`src/rtl/led_div_ctrl.sv`:
```
// Button front end for the LED blink counter: synchronise, debounce, step the divider on
// each accepted press, and restore the power-on divider after a long hold.
module led_div_ctrl #(
  parameter int unsigned DEBOUNCE_CYC = 1_000_000,
  parameter int unsigned LONG_CYC     = 200_000_000,
  parameter logic [4:0]  DIV_MIN      = 5'd1,
  parameter logic [4:0]  DIV_MAX      = 5'd20,
  parameter logic [4:0]  DIV_RST      = 5'd6
) (
  input  logic       clk100,
  input  logic       rst,
  input  logic       btn_i,
  output logic [4:0] div_o,
  output logic       wren_o
);

  localparam int unsigned DW = $clog2(DEBOUNCE_CYC + 1);
  localparam int unsigned LW = $clog2(LONG_CYC + 1);
  localparam logic [DW-1:0] DLAST = DW'(DEBOUNCE_CYC - 1);
  localparam logic [DW-1:0] DSAT  = DW'(DEBOUNCE_CYC);
  localparam logic [LW-1:0] LLAST = LW'(LONG_CYC - 1);
  localparam logic [LW-1:0] LSAT  = LW'(LONG_CYC);

  if (!(DIV_MIN >= 5'd1 && DIV_MIN <= DIV_RST && DIV_RST <= DIV_MAX && DIV_MAX <= 5'd20 &&
        DEBOUNCE_CYC >= 1 && LONG_CYC >= 1)) begin : g_bad_params
    $error("led_div_ctrl: illegal parameter set");
  end

  typedef enum logic [1:0] {IDLE, ARM, HELD, REL} state_t;

  state_t        state_q;
  logic [1:0]    sync_q;
  logic [DW-1:0] dcnt_q;
  logic [LW-1:0] lcnt_q;
  logic          fired_q;
  logic [4:0]    div_q;
  logic          wren_q;
  logic          btn_s;
  logic [4:0]    div_step_d;
  logic [DW-1:0] dcnt_inc;
  logic [LW-1:0] lcnt_inc;

  assign btn_s  = sync_q[1];
  assign div_o  = div_q;
  assign wren_o = wren_q;

  // Counters saturate rather than wrap.
  assign dcnt_inc = (dcnt_q == DSAT) ? dcnt_q : dcnt_q + 1'b1;
  assign lcnt_inc = (lcnt_q == LSAT) ? lcnt_q : lcnt_q + 1'b1;

  // Out-of-range values (only reachable through odd parameter sets) fall back to DIV_MIN.
  always_comb begin
    div_step_d = div_q + 5'd1;
    if (div_q < DIV_MIN || div_q >= DIV_MAX) div_step_d = DIV_MIN;
  end

  always_ff @(posedge clk100 or posedge rst) begin
    if (rst) begin
      sync_q  <= 2'b00;
      state_q <= IDLE;
      dcnt_q  <= '0;
      lcnt_q  <= '0;
      fired_q <= 1'b0;
      div_q   <= DIV_RST;
      wren_q  <= 1'b0;
    end else begin
      sync_q <= {sync_q[0], btn_i};
      wren_q <= 1'b0;
      case (state_q)
        IDLE: if (btn_s) begin
          if (DEBOUNCE_CYC == 1) begin
            state_q <= HELD;
            div_q   <= div_step_d;
            wren_q  <= 1'b1;
            lcnt_q  <= '0;
            fired_q <= 1'b0;
          end else begin
            state_q <= ARM;
            dcnt_q  <= DW'(1);
          end
        end
        ARM: begin
          if (!btn_s) begin
            state_q <= IDLE;
          end else if (dcnt_q >= DLAST) begin
            state_q <= HELD;
            div_q   <= div_step_d;
            wren_q  <= 1'b1;
            lcnt_q  <= '0;
            fired_q <= 1'b0;
          end else begin
            dcnt_q <= dcnt_inc;
          end
        end
        HELD: begin
          if (!btn_s) begin
            state_q <= REL;
            dcnt_q  <= DW'(1);
          end else if (!fired_q) begin
            if (lcnt_q == LLAST) begin
              div_q   <= DIV_RST;
              wren_q  <= 1'b1;
              fired_q <= 1'b1;
            end else begin
              lcnt_q <= lcnt_inc;
            end
          end
        end
        REL: begin
          // A bounce back high resumes the same press: no step, fired flag kept.
          if (btn_s) begin
            state_q <= HELD;
            lcnt_q  <= '0;
          end else if (dcnt_q >= DLAST) begin
            state_q <= IDLE;
          end else begin
            dcnt_q <= dcnt_inc;
          end
        end
        default: state_q <= IDLE;
      endcase
    end
  end

endmodule

```
`config.mk`:
```
export PLATFORM = sky130hd
export DESIGN_NAME = led_div_ctrl
export DESIGN_NICKNAME = d
export VERILOG_FILES = /design/src/rtl/led_div_ctrl.sv
export SDC_FILE = /design/constraint.sdc
export NUM_CORES = 1
export LEC_CHECK = 0
export BUFFER_PORTS_ARGS = -buffer_cell sky130_fd_sc_hd__buf_2
export CAP_MARGIN = 20
export CORE_MARGIN = 4
export CORE_UTILIZATION = 60
export DETAILED_ROUTE_END_ITERATION = 6
export GPL_ROUTABILITY_DRIVEN = 0
export HOLD_SLACK_MARGIN = 0.12
export PLACE_DENSITY = 0.73
export SYNTH_ARGS = -nofsm -noshare
export SYNTH_HDL_FRONTEND = slang
export SYNTH_SLANG_ARGS = --single-unit
```
`constraint.sdc`:
```
create_clock -name clk100 -period 4.7 [get_ports clk100]
set_input_delay 0.47 -clock clk100 [delete_from_list [all_inputs] [get_ports clk100]]
set_output_delay 0.47 -clock clk100 [all_outputs]
set_load 0.005 [all_outputs]
```
==> results.toml, run 1 <==
[status]
outcome = "complete, no violations"

[clock_network]
postCtsHoldBufs = 0
clk_transition_reported_paths_ns = 0.07
cts_tree = "built"
htreeDepth = 3
clk_latency_ns = 0.34
cts_root_buf = "clkbuf_8"
post_cts_buffers = 0
clockBufferDepth = 2
cts_buffers = 9
cts_resized = 0
clock-sinks = 59

[die]
io_pins = 9
start_util_pct = 61.44
die_area_um2 = 7333
design.core.area_um2 = 5886
rows = 28
fp.dieH_um = 85.63
die_width_um = 85.63

[placement]
port_buffers = 8
preCtsSetupSlack_ns = 1.722
place_area_um2 = 3697
dp_hpwl_mm = 5.506
dp_cells = 476

[layout]
fin_nets = 426
final_area_um2 = 3905
mostFrequentLayoutCell = "dfrtp_1"
stdcell_count = 492
layout_common_cells = "57 x dfrtp_1, 38 x nand2_1, 32 x nor2_1, 27 x nand3_1, 24 x o21ai_1"
syn2layout_area_growth_pct = 7.993
antenna_cells = 0
drive_gt1_share_pct = 8.393
fin_util_pct = 66.35

[setup_path]
start_kind = "flip-flop"
critPathSlowestCell = "o31a_1"
path_buf_inv = 0
crit_fanout = 17
crit_required_ns = 4.96
crit_family = "compound AO/OA/AOI/OAI gates"
max_stage_delay_ns = 0.59
path_cells = "or4_1 > o311ai_1 > o31a_1 > a21oi_1 > or4_1 > a21oi_1"
critPathArrivalTime_ns = 3.31
crit_type = "reg -> reg"
cp-end-kind = "flip-flop"

[yosys]
synth_edf_count = 0
synth_warnings = 0
async_flop_share_pct = 100.0
ys.flop_type = "dfrtp_1"
syn_avg_cell_area_um2 = 8.841
synth_mux_area_share_pct = 0.9689
ys_types = 59
synthSimpleGateAreaFrac_pct = 27.27
syn_area_um2 = 3616
yosys.area_share.adder_pct = 3.806
synth_top_family_by_area = "simple AND/OR/NAND/NOR gates"
syn_nets = 423
synthXorXnorAreaFrac_pct = 2.180
ys_seq_elements = 59
syn_inst = 409
seq_area_frac_synth_pct = 40.90
synth_compound_area_share_pct = 21.66

[pwr]
p_leak_nw = 1.647
pwr_density_cell_nw_per_um2 = 465.4
ir_worst_vdd_v = 0.0003182
power_mw = 1.818

[drt]
ant_nets = 0
vias = 3258
first_pass_iters = 5
routed_via_density = 6.622
drtIter0Drc = 293
wl_mm = 8.336
drc = 0
wl_per_cell_um = 16.94

[sta]
finalSetupViolations = 0
worstMarginPinSlew_ns = 0.9875
timing_hold_violations_final = 0
fmax_mhz = 327.5
rsz0062_at_grt = "no"
fin_ws_ns = 1.646
skew_ns = 0.01319
holdWs_ns = 0.2445
finalCriticalPeriod_ns = 3.054
relSlewSlack_pct = 34.17
period_share_pct = 64.97
setup_tns_ns = 0
slew_violations = 0

[global_route]
grt_max_degree = 60
grt_pass1_vias = 3084
grt_pass1_wl_mm = 14.63
gr-usage-all-layers_pct = 24.55
grt_overflow = 0
antenna_found_initial = 0

[flow_run]
maxCapViolations = 0

[min_path]
hold_class = "in -> reg"
[Yosys cell counts (3+ instances only)]
library cell | number | area, µm²
ha_1 | 11 | 137.6
clkbuf_1 | 17 | 63.81
a31oi_1 | 6 | 37.54
nor4_1 | 5 | 31.28
xor2_1 | 8 | 70.07
a211oi_1 | 3 | 22.52
o21ai_1 | 24 | 120.1
o31ai_1 | 22 | 165.2
nand2b_1 | 3 | 18.77
o221ai_1 | 5 | 43.79
nand2_1 | 38 | 142.6
nor2_1 | 32 | 120.1
o31a_1 | 4 | 35.03
or4_1 | 11 | 82.58
or3_1 | 6 | 37.54
nor3_1 | 7 | 35.03
and4_1 | 6 | 52.55
dfrtp_1 | 57 | 1426
nand3b_1 | 4 | 30.03
nand4_1 | 12 | 75.07
inv_1 | 11 | 41.29
and3_1 | 8 | 50.05
o21ai_0 | 3 | 15.01
nand3_1 | 27 | 135.1
o21a_1 | 3 | 22.52
o311ai_1 | 3 | 26.28
o41ai_1 | 5 | 43.79
nand4b_1 | 3 | 26.28
and2_1 | 9 | 56.30
a21oi_1 | 16 | 80.08
[cell type report]
type	instances	area, µm²
Multi-Input combinational cell	319	2021
Fill cell	487	1981
Sequential cell	59	1479
Clock buffer	14	172.7
Tap cell	75	93.84
Timing Repair Buffer	10	55.05
Inverter	13	48.80
Clock inverter	2	35.03
[state kept, by name, summed over array words and instances (netlist names), named ones only]
| signal | cells |
|---|---|
| dcnt_q | 20 |
| div_o | 5 |
| fired_q | 1 |
| lcnt_q | 28 |
| state_q | 1 |
| sync_q | 2 |
| wren_o | 1 |
[cells by family after synthesis]
family / after synthesis
XOR/XNOR: 9
AND/OR/NAND/NOR: 181
multiplexers: 3
AO/OA/AOI/OAI: 115
flip-flops: 59
buffers and inverters: 31
adder cells (fa/ha/maj): 11
[per-layer routing]
metal	wire [µm]	global-route usage, %	vias up
met4	155	9.640	0
met1	4101	36.30	1575
met5	0	0	-
li1	-	-	1567
met3	460	5.187	19
met2	3619	35.17	97
[path summary, 6_finish.rpt]
check,startpoint,end,slack [ns],depth (start not counted)
worst max-delay path,dcnt_q[12],dcnt_q[11],1.65,6
worst min-delay path,btn_i,sync_q[0],0.24,1
worst max register to register,dcnt_q[12],dcnt_q[11],1.65,6
worst min register to register,sync_q[0],sync_q[1],0.35,0
max in group asynchronous,rst,lcnt_q[21],3.88,3
min in group asynchronous,rst,dcnt_q[18],0.34,3
[power by group]
group,switching [mW],internal [mW]
Combinational,0.492,0.215
Clock,0.200,0.288
Sequential,0.0602,0.562
No activity file was read; power rests on OpenSTA's default activity.
==> inputs of run 2 (changes only) <==
--- a/config.mk
+++ b/config.mk
@@ -5,6 +5,7 @@
 export SDC_FILE = /design/constraint.sdc
 export NUM_CORES = 1
 export LEC_CHECK = 0
+export ABC_AREA = 1
 export BUFFER_PORTS_ARGS = -buffer_cell sky130_fd_sc_hd__buf_2
 export CAP_MARGIN = 20
 export CORE_MARGIN = 4
==> constraint.sdc (replaced) <==
create_clock -name clk100 -period 2.92 [get_ports clk100]
set_input_delay 0.292 -clock clk100 [delete_from_list [all_inputs] [get_ports clk100]]
set_output_delay 0.292 -clock clk100 [all_outputs]
set_load 0.005 [all_outputs]
==> run 2 against run 1 <==
  * Register-to-register slack got worse by 1.2 ns
  * Maximum frequency increased by 26%
  * Setup slack got worse by 1.2 ns
  * Critical path depth grew 5
  * Critical path type unchanged
  * Critical endpoint is now lcnt_q[3]
  * Largest cell class unchanged
  * Largest power group unchanged
  * Highest routed layer unchanged
==> results.toml, run 2 <==
[clock_network]
clk_latency_ns = 0.35
clock-sinks = 59
post_cts_buffers = 0
htreeDepth = 3
cts_resized = 0
cts_root_buf = "clkbuf_8"
cts_buffers = 9
clockBufferDepth = 2
clk_transition_reported_paths_ns = 0.07
cts_tree = "built"

[setup_path]
crit_required_ns = 3.15
cpMostUsedCell = "nand2_1"
critPathArrivalTime_ns = 2.66
path_cells = "inv_1 > ha_1 > nor2_4 > nor2_2 > nor2_8 > nand2_1 > o21bai_4 > nor2_4 > nand2_4 > nand2_1 > nand2_1"
crit_type = "reg -> reg"
path_buf_inv = 1
crit_family = "simple AND/OR/NAND/NOR gates"
max_stage_delay_ns = 0.45
crit_fanout = 28
start_kind = "flip-flop"
critPathSlowestCell = "dfrtp_1"
cp-end-kind = "flip-flop"

[yosys]
syn_inst = 700
async_flop_share_pct = 100.0
yosysMostFrequentCell = "nand2_1"
synth_edf_count = 0
synth.area.top_cells = "dfrtp_1 32%, nand2_1 23%, nor2_1 11%"
ys_seq_elements = 59
synth_common_cells = "277 x nand2_1, 130 x nor2_1, 69 x nand3_1"
ys.flop_type = "dfrtp_1"
syn_area_um2 = 4481
syn_avg_cell_area_um2 = 6.401
synth_top_area_share_pct = 31.83
synth_warnings = 0
syn_nets = 714
synth_largest_area_cell = "dfrtp_1"
seq_area_frac_synth_pct = 33.01
ys_types = 32

[placement]
dp_hpwl_mm = 7.598
port_buffers = 8

[die]
fp.dieH_um = 94.42
die_width_um = 94.42
design.core.area_um2 = 7253
rows = 31
io_pins = 9
die_area_um2 = 8914
start_util_pct = 61.77

[pwr]
p_switching_mw = 1.357
p_seq_share_pct = 32.8
ir_worst_vdd_v = 0.0005548
p_int_mw = 1.755
power_mw = 3.112
swShare_pct = 43.61
clockPowerShare_pct = 27.8
p_leak_nw = 2.336
combPwrFrac_pct = 39.4
pwr_density_cell_nw_per_um2 = 648.9

[drt]
met1Wirelength_mm = 4.691
vias = 4264
drtIter0Drc = 229
ant_nets = 0
routed.top_layer = "met4"
routed_via_density = 5.264
drc = 0
wl_met3_um = 445
first_pass_iters = 5
routed-wl-met2_mm = 5.111
wl_mm = 10.54
wl_per_cell_um = 13.02

[sta]
slew_violations = 0
finalSetupViolations = 0
timing_hold_violations_final = 0
finalCriticalPeriod_ns = 2.430
worstMarginPinSlew_ns = 0.4780
relSlewSlack_pct = 68.09
period_share_pct = 83.22
setup_tns_ns = 0
fmax_mhz = 411.5
rsz0062_at_grt = "no"
skew_ns = 0.009924

[status]
outcome = "complete, no violations"

[global_route]
gr-usage-all-layers_pct = 26.11
grt_pass1_vias = 4058
grt_pass1_wl_mm = 18.51
antenna_found_initial = 0
grt_max_degree = 29
grt_overflow = 0

[min_path]
hold_class = "reg -> reg"

[layout]
regMostFlops = "lcnt_q"
layout_common_cells = "277 x nand2_1, 130 x nor2_1, 69 x nand3_1, 57 x dfrtp_1, 48 x inv_1"
antenna_cells = 0
syn2layout_area_growth_pct = 7.037
largest_reg_flops = 28
fin_nets = 720
drive_gt1_share_pct = 7.876
mostFrequentLayoutCell = "nand2_1"

[flow_run]
maxCapViolations = 0
run 2: cell count changes after synthesis, moves of 13 or more:
cell	delta
a21oi_1	-13
inv_1	+38
nand2_1	+239
nand3_1	+42
nor2_1	+98
o21ai_1	-24
o31ai_1	-22
xor2_1	+15
run 2: final timing paths:
| path | start | endpoint | slack (ns) | cells past startpoint |
|---|---|---|---|---|
| min in group asynchronous | rst | dcnt_q[7] | 0.51 | 3 |
| max in group asynchronous | rst | div_o[2] | 1.69 | 4 |
| min | sync_q[0] | sync_q[1] | 0.35 | 0 |
| max reg2reg | state_q[0] | lcnt_q[3] | 0.49 | 11 |
| max | state_q[0] | lcnt_q[3] | 0.49 | 11 |
| min reg2reg | sync_q[0] | sync_q[1] | 0.35 | 0 |
run 2: cell families after synthesis:
group / count (synthesis) / synth area share, %
buffers and inverters: 76 / 7.763
and+or+nand+nor: 511 / 48.34
xor gates and xnor gates: 27 / 5.278
AOI/OAI and AO/OA: 16 / 2.541
DFF: 59 / 33.01
adders and majority gates: 11 / 3.072
run 2: metrics by stage:
step	worst slack (ns)	instances	utilization, %	area [µm²]	hold WS [ns]
finish	0.4900	810	66.12	4796	0.3494
detailed placement	0.4869	792	62.70	4548	0.3347
CTS	0.4625	810	66.12	4796	0.3514
floorplan	1.012	700	-	4481	0.3234
global route	0.1857	810	66.12	4796	0.3719
global placement	0.5812	792	62.70	4548	0.3341
run 2: final cells by class:
cell class	instances	area, µm²
Sequential cell	59	1479
Inverter	55	206.4
Fill cell	696	2457
Tap cell	99	123.9
Multi-Input combinational cell	565	2654
Timing Repair Buffer	16	105.1
Clock inverter	4	72.57
Clock buffer	12	155.1
run 2: power by group through the flow:
stage,logic (mW),clock network (mW),registers (mW)
after global routing,1.37,0.913,1.04
after floorplan,1.08,0,0.986
after CTS,1.23,0.869,1.02
final,1.23,0.864,1.02
after detailed placement,1.22,0,1.03
after global placement,1.21,0,1.03
run 2: worst reg2reg max path: stages, from the launching register on:
cell	delay, ns
dfrtp_1	0.45
inv_1	0.11
ha_1	0.35
nor2_4	0.16
nor2_2	0.07
nor2_8	0.13
nand2_1	0.06
o21bai_4	0.17
nor2_4	0.32
nand2_4	0.29
nand2_1	0.15
nand2_1	0.06
run 2: routing by layer:
layer / track usage, % / up-vias
met5: 0 / -
met2: 43.56 / 111
met1: 33.28 / 1944
met4: 12.03 / 0
met3: 4.143 / 25
li1: - / 2184
run 2: repair_timing:
action | in CTS | in global routing
endpoints found under the setup margin | 0 | 0
hold buffers | 2 | 0
endpoints found under the hold margin | 21 | 0
==> inputs of run 3 (changes only) <==
--- a/config.mk
+++ b/config.mk
@@ -9,11 +9,11 @@
 export BUFFER_PORTS_ARGS = -buffer_cell sky130_fd_sc_hd__buf_2
 export CAP_MARGIN = 20
 export CORE_MARGIN = 4
-export CORE_UTILIZATION = 60
+export CORE_UTILIZATION = 58
 export DETAILED_ROUTE_END_ITERATION = 6
 export GPL_ROUTABILITY_DRIVEN = 0
 export HOLD_SLACK_MARGIN = 0.12
-export PLACE_DENSITY = 0.73
+export PLACE_DENSITY = 0.74
 export SYNTH_ARGS = -nofsm -noshare
 export SYNTH_HDL_FRONTEND = slang
 export SYNTH_SLANG_ARGS = --single-unit
==> constraint.sdc (replaced) <==
create_clock -name clk100 -period 2.01 [get_ports clk100]
set_input_delay 0.201 -clock clk100 [delete_from_list [all_inputs] [get_ports clk100]]
set_output_delay 0.201 -clock clk100 [all_outputs]
set_load 0.005 [all_outputs]
==> run 3 against run 2 <==
  * Combinational power grew 98%
  * Core utilization grew 1.5 points
  * Sequential share of layout area shrank 1.1 points
  * Critical path type unchanged
  * Setup slack lost 0.41 ns
  * Clock power grew 12%
  * Final area grew 3.9%
  * Routed wire length grew 7.2%
  * Final cell count grew 2.8%
  * Global-route usage grew 0.25 points
  * Sequential cell count is the same
  * Register-to-register slack lost 0.41 ns
  * Critical path depth grew 1
==> results.toml, run 3 (synthesis results as in run 2) <==
[pwr]
p_switching_mw = 2.187
swShare_pct = 45.18
combPwrFrac_pct = 50.2
pwr_density_cell_nw_per_um2 = 971.5
p_leak_nw = 2.433
p_int_mw = 2.654
clockPowerShare_pct = 19.9
p_seq_share_pct = 29.9
ir_worst_vdd_v = 0.0006166

[drt]
first_pass_iters = 5
routed_via_density = 5.313
vias = 4426
wl_per_cell_um = 13.57
drtIter0Drc = 269
wl_mm = 11.31
ant_nets = 0
drc = 0

[global_route]
grt_overflow = 0
grt_max_degree = 34
grt_pass1_vias = 4317
grt_pass1_wl_mm = 19.29
antenna_found_initial = 0
gr-usage-all-layers_pct = 26.36

[sta]
skew_ns = 0.006214
setup_tns_ns = 0
slew_violations = 0
relSlewSlack_pct = 58.47
worstMarginPinSlew_ns = 0.6220
finalCriticalPeriod_ns = 1.934
fmax_mhz = 517.0
timing_hold_violations_final = 0
finalSetupViolations = 0
period_share_pct = 96.23

[layout]
fin_nets = 743
fin_util_pct = 67.62
layout_common_cells = "277 x nand2_1, 130 x nor2_1, 68 x nand3_1, 56 x dfrtp_1, 47 x inv_1"
fillers = 673
multiInputGateArea_um2 = 2699
antenna_cells = 0
regArea_um2 = 1480
mostFrequentLayoutCell = "nand2_1"
syn2layout_area_growth_pct = 11.23
largest_reg_flops = 28
drive_gt1_share_pct = 11.17
regMostFlops = "lcnt_q"

[clock_network]
clockBufferDepth = 2
clock-sinks = 59
cts_tree = "built"
clk_transition_reported_paths_ns = 0.07
clk_latency_ns = 0.35
cts_root_buf = "clkbuf_8"
cts_buffers = 9
htreeDepth = 3

[placement]
port_buffers = 8
dp_hpwl_mm = 8.035

[setup_path]
crit_required_ns = 2.24
cp-end-kind = "flip-flop"
critPathArrivalTime_ns = 2.17
start_kind = "flip-flop"
crit_fanout = 14
crit_type = "reg -> reg"

[die]
fp.dieH_um = 95.89
die_area_um2 = 9195
design.core.area_um2 = 7370
die_width_um = 95.89
io_pins = 9
start_util_pct = 60.80
rows = 31

[status]
outcome = "complete, no violations"

[flow_run]
maxCapViolations = 0

[min_path]
hold_class = "reg -> reg"
-- run 3: layout make-up --
cell class,instances,share of cell area (%)
flip-flops and latches,59,29.70
multi-input cells,566,54.16
clock inverters,3,0.3013
repair buffers,38,6.226
clock buffers,13,2.988
inverters,55,4.143
well taps,99,2.486
-- run 3: path summary, 6_finish.rpt --
check,cells after the start,endpoint,slack [ns],startpoint
setup reg to reg,12,lcnt_q[2],0.08,state_q[0]
setup / recovery,12,lcnt_q[2],0.08,state_q[0]
min in group asynchronous,3,dcnt_q[8],0.49,rst
max in group asynchronous,4,div_o[2],0.87,rst
hold / removal,0,sync_q[1],0.35,sync_q[0]
hold reg to reg,0,sync_q[1],0.35,sync_q[0]
-- run 3: power groups by stage --
stage          Sequential [mW]  Combinational (mW)  Clock [mW]
2_1_floorplan             1.43                1.56           0
3_5_place_dp              1.45                2.06           0
4_1_cts                   1.43                2.09       0.976
6_report                  1.45                2.43       0.964
3_3_place_gp              1.45                2.00           0
5_1_grt                   1.46                2.66        1.03
-- run 3: worst max-delay path, stage by stage (launching register included) --
cell,delay [ns]
dfrtp_1,0.39
buf_4,0.16
ha_2,0.22
nor2_4,0.10
nor2_2,0.07
nor2_8,0.12
nand2_1,0.05
o21bai_4,0.17
nor2_4,0.13
buf_4,0.14
nand2_4,0.13
nand2_1,0.10
nand2_1,0.05
-- run 3: per-stage QoR --
step	setup WS [ns]	cells	cell area, µm²	total power, mW	hold WS, ns
finish	0.07578	833	4984	4.842	0.3542
global route	-0.02176	833	4984	5.150	0.3674
CTS	0.004251	825	4866	4.501	0.3571
global placement	0.02925	807	4673	3.447	0.3052
detailed placement	-0.01668	807	4673	3.513	0.3103
floorplan	0.1018	700	4481	2.996	0.2324
-- run 3: timing repair --
action | CTS | global route
hold buffers | 2 | 0
resized for setup | 1 | 11
endpoints found under the setup margin | 23 | 54
hold endpoints to repair | 27 | 0
cloned | 0 | 1
buffers inserted | 0 | 7
pin swaps | 0 | 5
-- run 3: per-layer routing --
metal | routed length [µm] | part of all wire (%) | track usage [%] | vias up
met2 | 5661 | 50 | 46.84 | 101
li1 | - | - | - | 2232
met1 | 4836 | 43 | 31.79 | 2066
met4 | 302 | 2.7 | 11.61 | 0
met5 | 0 | 0 | 0 | -
met3 | 506 | 4.5 | 3.284 | 27
